===== src/rtl/spi_slave_if.sv =====
// spi_slave_if: SPI pins plus rx/tx byte handshakes and status flags of the SPI target
interface spi_slave_if #(parameter int DATA_W = 8);
  logic              sclk;
  logic              cs_n;
  logic              mosi;
  logic              miso;
  logic              miso_oe;
  logic [DATA_W-1:0] rx_data;
  logic              rx_valid;
  logic              rx_ready;
  logic              rx_overrun;
  logic [DATA_W-1:0] tx_data;
  logic              tx_valid;
  logic              tx_ready;
  logic              tx_underrun;
  logic              busy;
  logic              frame_abort;
  modport slave (
    input  sclk, cs_n, mosi, rx_ready, tx_data, tx_valid,
    output miso, miso_oe, rx_data, rx_valid, rx_overrun, tx_ready, tx_underrun, busy, frame_abort
  );
  modport master (
    output sclk, cs_n, mosi, rx_ready, tx_data, tx_valid,
    input  miso, miso_oe, rx_data, rx_valid, rx_overrun, tx_ready, tx_underrun, busy, frame_abort
  );
endinterface


===== src/rtl/spi_slave.sv =====
// spi_slave: oversampled SPI mode-0 target with 1-entry tx buffer and rx holding register
module spi_slave #(
  parameter int                DATA_W       = 8,
  parameter int                SYNC_STAGES  = 2,
  parameter logic [DATA_W-1:0] TX_IDLE_BYTE = {DATA_W{1'b1}}
) (
  input logic       clk,
  input logic       rst_n,
  spi_slave_if.slave bus
);
  localparam int CW = $clog2(DATA_W) + 1;
  typedef enum logic {IDLE, ACTIVE} state_t;
  state_t                 state, state_nx;
  logic [SYNC_STAGES-1:0] sclk_sr, cs_sr, mosi_sr;
  logic                   sclk_d, cs_d;
  logic                   sclk_s, cs_s, mosi_s;
  logic                   sclk_rise, sclk_fall, cs_rise, cs_fall;
  logic                   start, stop, rise, fall, load, shift, wr, last;
  logic [CW-1:0]          bit_cnt;
  logic [DATA_W-1:0]      rx_shift, rx_nx, tx_shift, buf_data, rx_data;
  logic                   buf_full, rx_valid, rx_overrun, tx_underrun, frame_abort;
  assign sclk_s    = sclk_sr[SYNC_STAGES-1];
  assign cs_s      = cs_sr[SYNC_STAGES-1];
  assign mosi_s    = mosi_sr[SYNC_STAGES-1];
  assign sclk_rise = sclk_s & ~sclk_d;
  assign sclk_fall = ~sclk_s & sclk_d;
  assign cs_rise   = cs_s & ~cs_d;
  assign cs_fall   = ~cs_s & cs_d;
  assign wr        = bus.tx_valid & ~buf_full;
  assign rx_nx     = {rx_shift[DATA_W-2:0], mosi_s};
  assign last      = bit_cnt == CW'(DATA_W - 1);
  assign bus.miso        = tx_shift[DATA_W-1];
  assign bus.miso_oe     = state == ACTIVE;
  assign bus.busy        = state == ACTIVE;
  assign bus.rx_data     = rx_data;
  assign bus.rx_valid    = rx_valid;
  assign bus.rx_overrun  = rx_overrun;
  assign bus.tx_ready    = ~buf_full;
  assign bus.tx_underrun = tx_underrun;
  assign bus.frame_abort = frame_abort;
  // synchronise SPI pins; cs resets low so a cs_n held low through reset never looks like a fresh select
  always_ff @(posedge clk or negedge rst_n) begin
    if (!rst_n) begin
      sclk_sr <= '0;
      cs_sr   <= '0;
      mosi_sr <= '0;
      sclk_d  <= 1'b0;
      cs_d    <= 1'b0;
    end else begin
      sclk_sr <= {sclk_sr[SYNC_STAGES-2:0], bus.sclk};
      cs_sr   <= {cs_sr[SYNC_STAGES-2:0], bus.cs_n};
      mosi_sr <= {mosi_sr[SYNC_STAGES-2:0], bus.mosi};
      sclk_d  <= sclk_s;
      cs_d    <= cs_s;
    end
  end
  // frame control: cs_n edges gate sclk edges, a cs_n rise masks any coincident sclk edge
  always_comb begin
    start    = (state == IDLE) && cs_fall;
    stop     = (state == ACTIVE) && cs_rise;
    rise     = (state == ACTIVE) && !cs_rise && sclk_rise;
    fall     = (state == ACTIVE) && !cs_rise && sclk_fall;
    load     = start || (fall && bit_cnt == '0);
    shift    = fall && bit_cnt != '0;
    state_nx = start ? ACTIVE : stop ? IDLE : state;
  end
  // state register, tx buffer, shift registers and status pulses
  always_ff @(posedge clk or negedge rst_n) begin
    if (!rst_n) begin
      state       <= IDLE;
      bit_cnt     <= '0;
      rx_shift    <= '0;
      tx_shift    <= '0;
      buf_data    <= '0;
      buf_full    <= 1'b0;
      rx_data     <= '0;
      rx_valid    <= 1'b0;
      rx_overrun  <= 1'b0;
      tx_underrun <= 1'b0;
      frame_abort <= 1'b0;
    end else begin
      state       <= state_nx;
      rx_overrun  <= 1'b0;
      tx_underrun <= 1'b0;
      frame_abort <= 1'b0;
      if (rx_valid && bus.rx_ready) rx_valid <= 1'b0;
      if (wr) begin
        buf_full <= 1'b1;
        buf_data <= bus.tx_data;
      end else if (load) buf_full <= 1'b0;
      if (load) begin
        tx_shift    <= buf_full ? buf_data : TX_IDLE_BYTE;
        tx_underrun <= ~buf_full;
      end else if (shift) tx_shift <= {tx_shift[DATA_W-2:0], 1'b0};
      if (start) bit_cnt <= '0;
      if (stop) begin
        tx_shift    <= '0;
        rx_shift    <= '0;
        bit_cnt     <= '0;
        frame_abort <= bit_cnt != '0;
      end
      if (rise) begin
        rx_shift <= rx_nx;
        if (last) begin
          rx_data    <= rx_nx;
          rx_valid   <= 1'b1;
          rx_overrun <= rx_valid && !bus.rx_ready;
          bit_cnt    <= '0;
        end else bit_cnt <= bit_cnt + 1'b1;
      end
    end
  end
endmodule


===== src/flat_wrapper.sv =====
// flat-port wrapper written by rule: the top's interface ports become plain ports
module spi_slave_flat 
#(
  parameter int                DATA_W       = 8,
  parameter int                SYNC_STAGES  = 2,
  parameter logic [DATA_W-1:0] TX_IDLE_BYTE = {DATA_W{1'b1}}
)
  (clk, rst_n, bus_sclk, bus_cs_n, bus_mosi, bus_rx_ready, bus_tx_data, bus_tx_valid, bus_miso, bus_miso_oe, bus_rx_data, bus_rx_valid, bus_rx_overrun, bus_tx_ready, bus_tx_underrun, bus_busy, bus_frame_abort);
  spi_slave_if #(.DATA_W(DATA_W)) bus_i ();
  input logic clk;
  input logic rst_n;
  input wire logic [$bits(bus_i.sclk)-1:0] bus_sclk;
  input wire logic [$bits(bus_i.cs_n)-1:0] bus_cs_n;
  input wire logic [$bits(bus_i.mosi)-1:0] bus_mosi;
  input wire logic [$bits(bus_i.rx_ready)-1:0] bus_rx_ready;
  input wire logic [$bits(bus_i.tx_data)-1:0] bus_tx_data;
  input wire logic [$bits(bus_i.tx_valid)-1:0] bus_tx_valid;
  output wire logic [$bits(bus_i.miso)-1:0] bus_miso;
  output wire logic [$bits(bus_i.miso_oe)-1:0] bus_miso_oe;
  output wire logic [$bits(bus_i.rx_data)-1:0] bus_rx_data;
  output wire logic [$bits(bus_i.rx_valid)-1:0] bus_rx_valid;
  output wire logic [$bits(bus_i.rx_overrun)-1:0] bus_rx_overrun;
  output wire logic [$bits(bus_i.tx_ready)-1:0] bus_tx_ready;
  output wire logic [$bits(bus_i.tx_underrun)-1:0] bus_tx_underrun;
  output wire logic [$bits(bus_i.busy)-1:0] bus_busy;
  output wire logic [$bits(bus_i.frame_abort)-1:0] bus_frame_abort;
  assign bus_i.sclk = bus_sclk;
  assign bus_i.cs_n = bus_cs_n;
  assign bus_i.mosi = bus_mosi;
  assign bus_i.rx_ready = bus_rx_ready;
  assign bus_i.tx_data = bus_tx_data;
  assign bus_i.tx_valid = bus_tx_valid;
  assign bus_miso = bus_i.miso;
  assign bus_miso_oe = bus_i.miso_oe;
  assign bus_rx_data = bus_i.rx_data;
  assign bus_rx_valid = bus_i.rx_valid;
  assign bus_rx_overrun = bus_i.rx_overrun;
  assign bus_tx_ready = bus_i.tx_ready;
  assign bus_tx_underrun = bus_i.tx_underrun;
  assign bus_busy = bus_i.busy;
  assign bus_frame_abort = bus_i.frame_abort;
  spi_slave #(.DATA_W(DATA_W), .SYNC_STAGES(SYNC_STAGES), .TX_IDLE_BYTE(TX_IDLE_BYTE)) u_core (.clk(clk), .rst_n(rst_n), .bus(bus_i));
endmodule

===== config.mk =====
export PLATFORM = sky130hd
export DESIGN_NAME = spi_slave_flat
export DESIGN_NICKNAME = d
export VERILOG_FILES = /design/src/rtl/spi_slave_if.sv /design/src/rtl/spi_slave.sv /design/src/flat_wrapper.sv
export SDC_FILE = /design/constraint.sdc
export NUM_CORES = 1
export LEC_CHECK = 0
export BUFFER_PORTS_ARGS = -buffer_cell sky130_fd_sc_hd__buf_2
export CAP_MARGIN = 15
export CORE_ASPECT_RATIO = 0.7
export CORE_MARGIN = 2
export CORE_UTILIZATION = 50
export CTS_CLUSTER_DIAMETER = 200
export DETAILED_ROUTE_END_ITERATION = 8
export PLACE_DENSITY_LB_ADDON = 0.25
export SYNTH_ARGS = -nofsm -noshare
export SYNTH_HDL_FRONTEND = slang
export SYNTH_SLANG_ARGS = --single-unit

===== constraint.sdc =====
create_clock -name clk -period 2.03 [get_ports clk]
set_input_delay 0 -clock clk [delete_from_list [all_inputs] [get_ports clk]]
set_output_delay 0 -clock clk [all_outputs]
set_load 0.01 [all_outputs]

==> results.md, run 1 <==
- CP max-delay cell: nor4b_4
- Critical path's largest stage delay: 0.54 ns
- P_leak: 0.00124 uW
- Synth area leaders: dfrtp_1 (58%), mux2_2 (8.5%), nand2_1 (7.5%), o21ai_0 (3.6%), nor2b_1 (3.0%)
- Final non-filler cell total: 289
- Number of antenna diodes: 0
- Startpoint types: flip-flop
- Cell Chain, Critical Path: inv_2, nor4b_4, nand2_4, mux2_2
- Clock transition at path regs: 0.09 ns
- Busiest grt layer: met1
- Largest net degree at the start of global routing: 50
- Share of cells above drive strength 1: 0.270
- Final hold vios: 0
- Seq/Total Area, Yosys: 0.580
- Syn nets: 206
- Via count: 1523
- DIE AREA: 4770 um^2
- Gpl congestion: 0.836
- Place WS: 0.249 ns
- Gate Count Post-Synth: 189
- Count of distinct cell types in the synthesized netlist: 32
- Final Util: 0.643
- Clock skew: 0.00678 ns
- Maximum Capacitance Violations: 0
- Area added between synthesis and finish: 21.6%
- Post-CTS Setup Bufs: 0
- Ports: 31
- Grt met3 use: 0.0644
- Post-synth top area share: 0.580
- Switching fraction of total power: 0.303
- Cells after DPL: 268
- Least-Margin Pin Slew: 0.604 ns
- Unrepaired setup endpoints after global routing: false
- Wirelength, routed: 4170 um
- Slew Viols, Final: 0
- Mapped cell area: 2110 um^2
- Crit path buffers/inverters: 1
- HP Class: in2reg
- FF+latch area: 1230 um^2
- Number of global-route vias before repair: 1473
- Pre-antenna DRT Iters: 4
- Clk sink count: 49
- Cell area power density: 1020 nW/um^2
- DP HPWL: 2840 um
- # port buffers: 30
- Die X: 81.7 um
- GRT Util Overall: 0.196
- Row count: 19
- Seq cells post-synth: 49
- Crit end category: flip-flop
- CTS max path bufs: 2
- Routed length per instance: 14.4 um
- Die Height: 58.4 um
- Status: complete, no violations
- Root Driver: clkbuf_8
- Period utilisation layout: 0.880
- Cts bufs inserted: 5
- Insertion delay to the later sink of the worst-skew pair: 0.30 ns
- Endpoints failing setup: 0
- Antenna violations before repair: 0
- Comb pwr share: 0.236
- Final worst slack: 0.243 ns
- Crit path time final: 1.79 ns
- CP Class: reg2reg
- Max VDD drop: 0.000669 V
- Wire length of the first global-routing pass: 7090 um
- P_int: 1830 uW
- YS warnings: 0
- Via-to-Cell Ratio: 5.27
- Seq pwr share: 0.493
- Cell family with most CP delay: simple AND/OR/NAND/NOR gates
- Clk network pwr share: 0.270
- ANT nets after route: 0
- Htree depth: 2
- Syn avg cell area: 11.2 um^2
- Met1 Usage GRT: 0.306
- Slew headroom: 0.597
- Starting Density: 0.529
- Initial DRC Count: 122
- TritonCTS clock tree: done
- Fill cells: 328
- PnR Total Power: 2630 uW
- Area of the core: 3990 um^2
- Grt met2 use: 0.265
- Synth area leader: dfrtp_1
- Sw Pwr: 796 uW
- Arrival @ worst endpoint: 1.97 ns
- Area of the multi-input gates: 827 um^2
- Gr ovfl total: 0
- # DRC: 0
- Nets: 253
- Total negative slack: 0 ns
- Worst-path fanout max: 10
- CP Data Required Time: 2.22 ns
- Fmax: 560 MHz
## worst paths after layout
path	slack, ns	end	cells past startpoint	start
min in group asynchronous	0.34	u_core.tx_shift[0]	3	rst_n
setup reg to reg	0.24	u_core.bus.rx_data[4]	4	u_core.bus.busy
setup / recovery	0.24	u_core.bus.rx_data[4]	4	u_core.bus.busy
hold reg to reg	0.36	u_core.cs_sr[1]	0	u_core.cs_sr[0]
hold / removal	0.17	u_core.buf_full	3	bus_tx_valid
max in group asynchronous	1.29	u_core.bus.rx_data[6]	3	rst_n
## cell families (layout without fill, tap and decap cells)
group / Yosys count / after routing / share of synthesized area
multiplexers: 17 / 17 / 0.0900
AND/OR/NAND/NOR: 72 / 72 / 0.172
adder cells (fa/ha/maj): 2 / 2 / 0.0118
AO/OA/AOI/OAI: 37 / 37 / 0.117
buffers and inverters: 12 / 60 / 0.0284
flip-flops: 49 / 49 / 0.580
## through the flow
stage          hold WS (ns)  area (um^2)
6_report              0.174         2570
2_1_floorplan        -0.296         2110
3_3_place_gp          0.108         2320
5_1_grt               0.170         2570
3_5_place_dp          0.109         2320
4_1_cts               0.169         2570
## synthesized netlist by cell type (all sizes together)
cell type,instances
mux2,16
nor2,8
mux2i,1
inv,4
a211o,1
nor4b,2
a21oi,1
dfrtp,49
clkbuf,4
o221ai,7
buf,4
o21ai,15
o22ai,1
a21o,1
a211oi,1
and2b,1
a22o,2
nand2b,4
nand3,1
and3,1
a31oi,1
nand3b,1
ha,2
nor2b,10
nand2,43
nor3b,1
o211ai,7
## worst reg2reg max path, cell delays in order (launching register included)
cell,delay (ns)
dfrtp_1,0.47
inv_2,0.15
nor4b_4,0.54
nand2_4,0.20
mux2_2,0.33
## power groups by stage
stage	Combinational (uW)	Clock (uW)	Sequential, uW
final	622	711	1300
after global routing	700	785	1330
after CTS	623	736	1300
after detailed placement	598	0	1310
after global placement	578	0	1300
after floorplan	450	0	1260
## placed cells by master, fill, tap and decap left out, drive strengths merged, types with 2 or more instances in the layout
cell type,count
a22o,2
buf,35
clkbuf,5
dfrtp,49
dlygate4sd3,13
ha,2
inv,5
mux2,16
nand2,43
nand2b,4
nor2,8
nor2b,10
nor4b,2
o211ai,7
o21ai,15
o221ai,7
## final cells by class
| type | count | share of cell area |
|---|---|---|
| clock buffers | 5 | 0.0268 |
| clock inverters | 3 | 0.0195 |
| inverters | 4 | 0.00584 |
| multi-input cells | 128 | 0.322 |
| flip-flops and latches | 49 | 0.477 |
| well taps | 52 | 0.0253 |
| repair buffers | 48 | 0.124 |
## what timing repair did
action / CTS / global route
endpoints found under the hold margin: 62 / 0
gates resized for setup: 0 / 0
hold buffers: 13 / 0
## per-layer routing
metal  wire (um)  share of wire
met1        2070           0.50
met2        1870           0.45
met3         213          0.051
met4          13         0.0031
met5           0              0
## flip-flops by register name (all words and copies together), names as in the netlist
name,count
u_core.bus.frame_abort,1
u_core.buf_full,1
u_core.rx_shift,7
u_core.bit_cnt,4
u_core.bus.rx_overrun,1
u_core.tx_shift,8
u_core.bus.rx_valid,1
u_core.cs_sr,2
u_core.bus.tx_underrun,1
u_core.bus.rx_data,8
u_core.buf_data,8
u_core.mosi_sr,2
u_core.sclk_sr,2
u_core.bus.busy,1
u_core.cs_d,1
u_core.sclk_d,1
No activity file was read; power rests on OpenSTA's default activity.
==> run 2, diff against run 1 <==
- CORE_UTILIZATION: 50 -> 42
==> run 2 against run 1 <==
  * Critical path type unchanged
  * Count of clock-buffer cells in the layout is the same
  * First-iteration DRC count decreased by 31%
  * Wire length down 5.4%
  * Largest power group unchanged
  * Design area increased by 1.0%
  * Core utilization shrank 10 points
==> results.md, run 2 (synthesized netlist as in run 1, its figures left out) <==
- Number of global-route vias before repair: 1484 (+0.75%)
- Crit end category: flip-flop
- # DRC: 0 (unchanged)
- Unrepaired setup endpoints after global routing: false
- Final worst slack: 0.325 ns (+0.0814 ns)
- Nets: 257 (+1.6%)
- Least-Margin Pin Slew: 0.469 ns (-0.135 ns)
- Gr ovfl total: 0 (unchanged)
- Row count: 21 (+2)
- Die Height: 63.3 um (+8.5%)
- Post-CTS Hold Fix Bufs: 13 (unchanged)
- Max VDD drop: 0.000540 V (-19%)
- Wirelength, routed: 3940 um (-5.4%)
- TritonCTS clock tree: done
- Cts bufs inserted: 5 (unchanged)
- Area of the core: 4810 um^2 (+20%)
- Root Driver: clkbuf_8
- Setup slack, reg-to-reg: 0.32 ns (+0.08 ns)
- Wire length of the first global-routing pass: 7050 um (-0.59%)
- Post-CTS Setup Bufs: 0 (unchanged)
- Slew Viols, Final: 0 (unchanged)
- Endpoints failing setup: 0 (unchanged)
- ANT nets after route: 0 (unchanged)
- Slew headroom: 0.686 (+0.0886)
- Pre-antenna DRT Iters: 6 (+2)
- Sw Pwr: 782 uW (-1.9%)
- Routed length per instance: 12.7 um (-12%)
- Via count: 1528 (+0.33%)
- Share of cells above drive strength 1: 0.282 (+0.0121)
- DP HPWL: 2820 um (-0.73%)
- DIE AREA: 5620 um^2 (+18%)
- Worst-path fanout max: 7 (-3)
- Ports: 31 (unchanged)
- # port buffers: 30 (unchanged)
- Fill cells: 421 (+28%)
- Fmax: 586 MHz (+4.8%)
- Final hold vios: 0 (unchanged)
- Arrival @ worst endpoint: 1.95 ns (-0.02 ns)
- Final Util: 0.540 (-0.104)
- Maximum Capacitance Violations: 0 (unchanged)
- Total negative slack: 0 ns (unchanged)
- P_leak: 0.00125 uW (+0.31%)
- Via-to-Cell Ratio: 4.93 (-6.5%)
- CP max-delay cell: nor4b_4
- Seq pwr share: 0.517 (+0.024)
- Most frequent cells in the layout: dfrtp_1 (49), nand2_1 (42), buf_2 (30)
- Switching fraction of total power: 0.313 (+0.0100)
- Insertion delay to the later sink of the worst-skew pair: 0.30 ns (about the same)
- Die X: 88.8 um (+8.7%)
- Clk network pwr share: 0.232 (-0.038)
- Antenna violations before repair: 0 (unchanged)
- Cell Chain, Critical Path: and2b_1, nor4b_4, buf_4, nor4b_2, a211o_1
- Gpl congestion: 0.790 (-5.5%)
- Initial DRC Count: 84 (-31%)
- CP Class: reg2reg
- Clock skew: 0.0106 ns (+0.00381 ns)
- Largest net degree at the start of global routing: 29 (-42%)
- Critical path's largest stage delay: 0.45 ns (-0.09 ns)
- HP Class: in2async
- Biggest regs: u_core.buf_data (8), u_core.bus.rx_data (8), u_core.tx_shift (8)
- Comb pwr share: 0.251 (+0.015)
- # resized after CTS: 0 (unchanged)
- CP Data Required Time: 2.27 ns (+0.05 ns)
- Number of antenna diodes: 0 (unchanged)
- Status: complete, no violations
- Cell area power density: 963 nW/um^2 (-6.0%)
- Period utilisation layout: 0.840 (-0.0401)
- P_int: 1720 uW (-6.4%)
- Area added between synthesis and finish: 22.9%
- CTS max path bufs: 2 (unchanged)
- GRT Util Overall: 0.163 (-0.0331)
- Htree depth: 2 (unchanged)
- Clock transition at path regs: 0.09 ns (about the same)
- Startpoint types: flip-flop
- Commonest non-fill, non-tap cell in the layout: dfrtp_1
- Starting Density: 0.440 (-0.0896)
- Crit path time final: 1.71 ns (-0.0814 ns)
- Place WS: 0.329 ns (+0.0791 ns)
- Clk sink count: 49 (unchanged)
-- run 2: cell types whose count changed in the layout (fill, tap and decap cells not counted), sizes merged --
cell	before	now
bufinv	1	0
buf	35	39
clkinvlp	0	1
-- run 2: stage by stage --
| stage | hold slack (ns) | std cells | power, uW | instance area [um^2] |
|---|---|---|---|---|
| 6_report | 0.197 | 310 | 2500 | 2600 |
| 5_1_grt | 0.216 | 310 | 2680 | 2600 |
| 4_1_cts | 0.198 | 310 | 2530 | 2600 |
| 3_5_place_dp | 0.00341 | 289 | 1920 | 2370 |
| 3_3_place_gp | -0.00122 | 289 | 1900 | 2370 |
| 2_1_floorplan | -0.296 | 189 | 1710 | 2110 |
-- run 2: worst max-delay path: cells and delay by family (launching register included) --
family,cells,cell delay (ns)
and+or+nand+nor,3,0.88
buffers and inverters,1,0.22
AOI/OAI and AO/OA,1,0.13
DFF,1,0.42
-- run 2: worst paths after layout --
kind                            cells after the start            endpoint            start
worst min register to register                      0     u_core.cs_sr[1]  u_core.cs_sr[0]
min in group clk                                    3  u_core.buf_data[2]     bus_tx_valid
max in group asynchronous                           3  u_core.rx_shift[6]            rst_n
worst max-delay path                                5   u_core.bit_cnt[3]  u_core.cs_sr[1]
worst min-delay path                                3  u_core.buf_data[5]            rst_n
worst max register to register                      5   u_core.bit_cnt[3]  u_core.cs_sr[1]
-- run 2: layout make-up --
type                    instances  area (um^2)  share of cell area
clock buffers                   5         68.8              0.0265
clock inverters                 3         25.0             0.00964
inverters                       4         15.0             0.00578
multi-input cells             128          827               0.319
flip-flops and latches         49         1230               0.472
well taps                      69         86.3              0.0333
repair buffers                 52          348               0.134
-- run 2: power by group through the flow --
stage | Combinational, uW | Clock, uW | Sequential [uW]
2_1_floorplan | 450 | 0 | 1260
3_3_place_gp | 600 | 0 | 1300
3_5_place_dp | 611 | 0 | 1310
4_1_cts | 630 | 608 | 1290
5_1_grt | 714 | 647 | 1320
6_report | 627 | 581 | 1290
-- run 2: metal layers --
metal  vias up  track usage  part of all wire
li1        755            -                 -
met5         -            0                 0
met2        36        0.223              0.43
met3         7       0.0446             0.050
met4         0       0.0549             0.013
met1       730        0.248              0.50
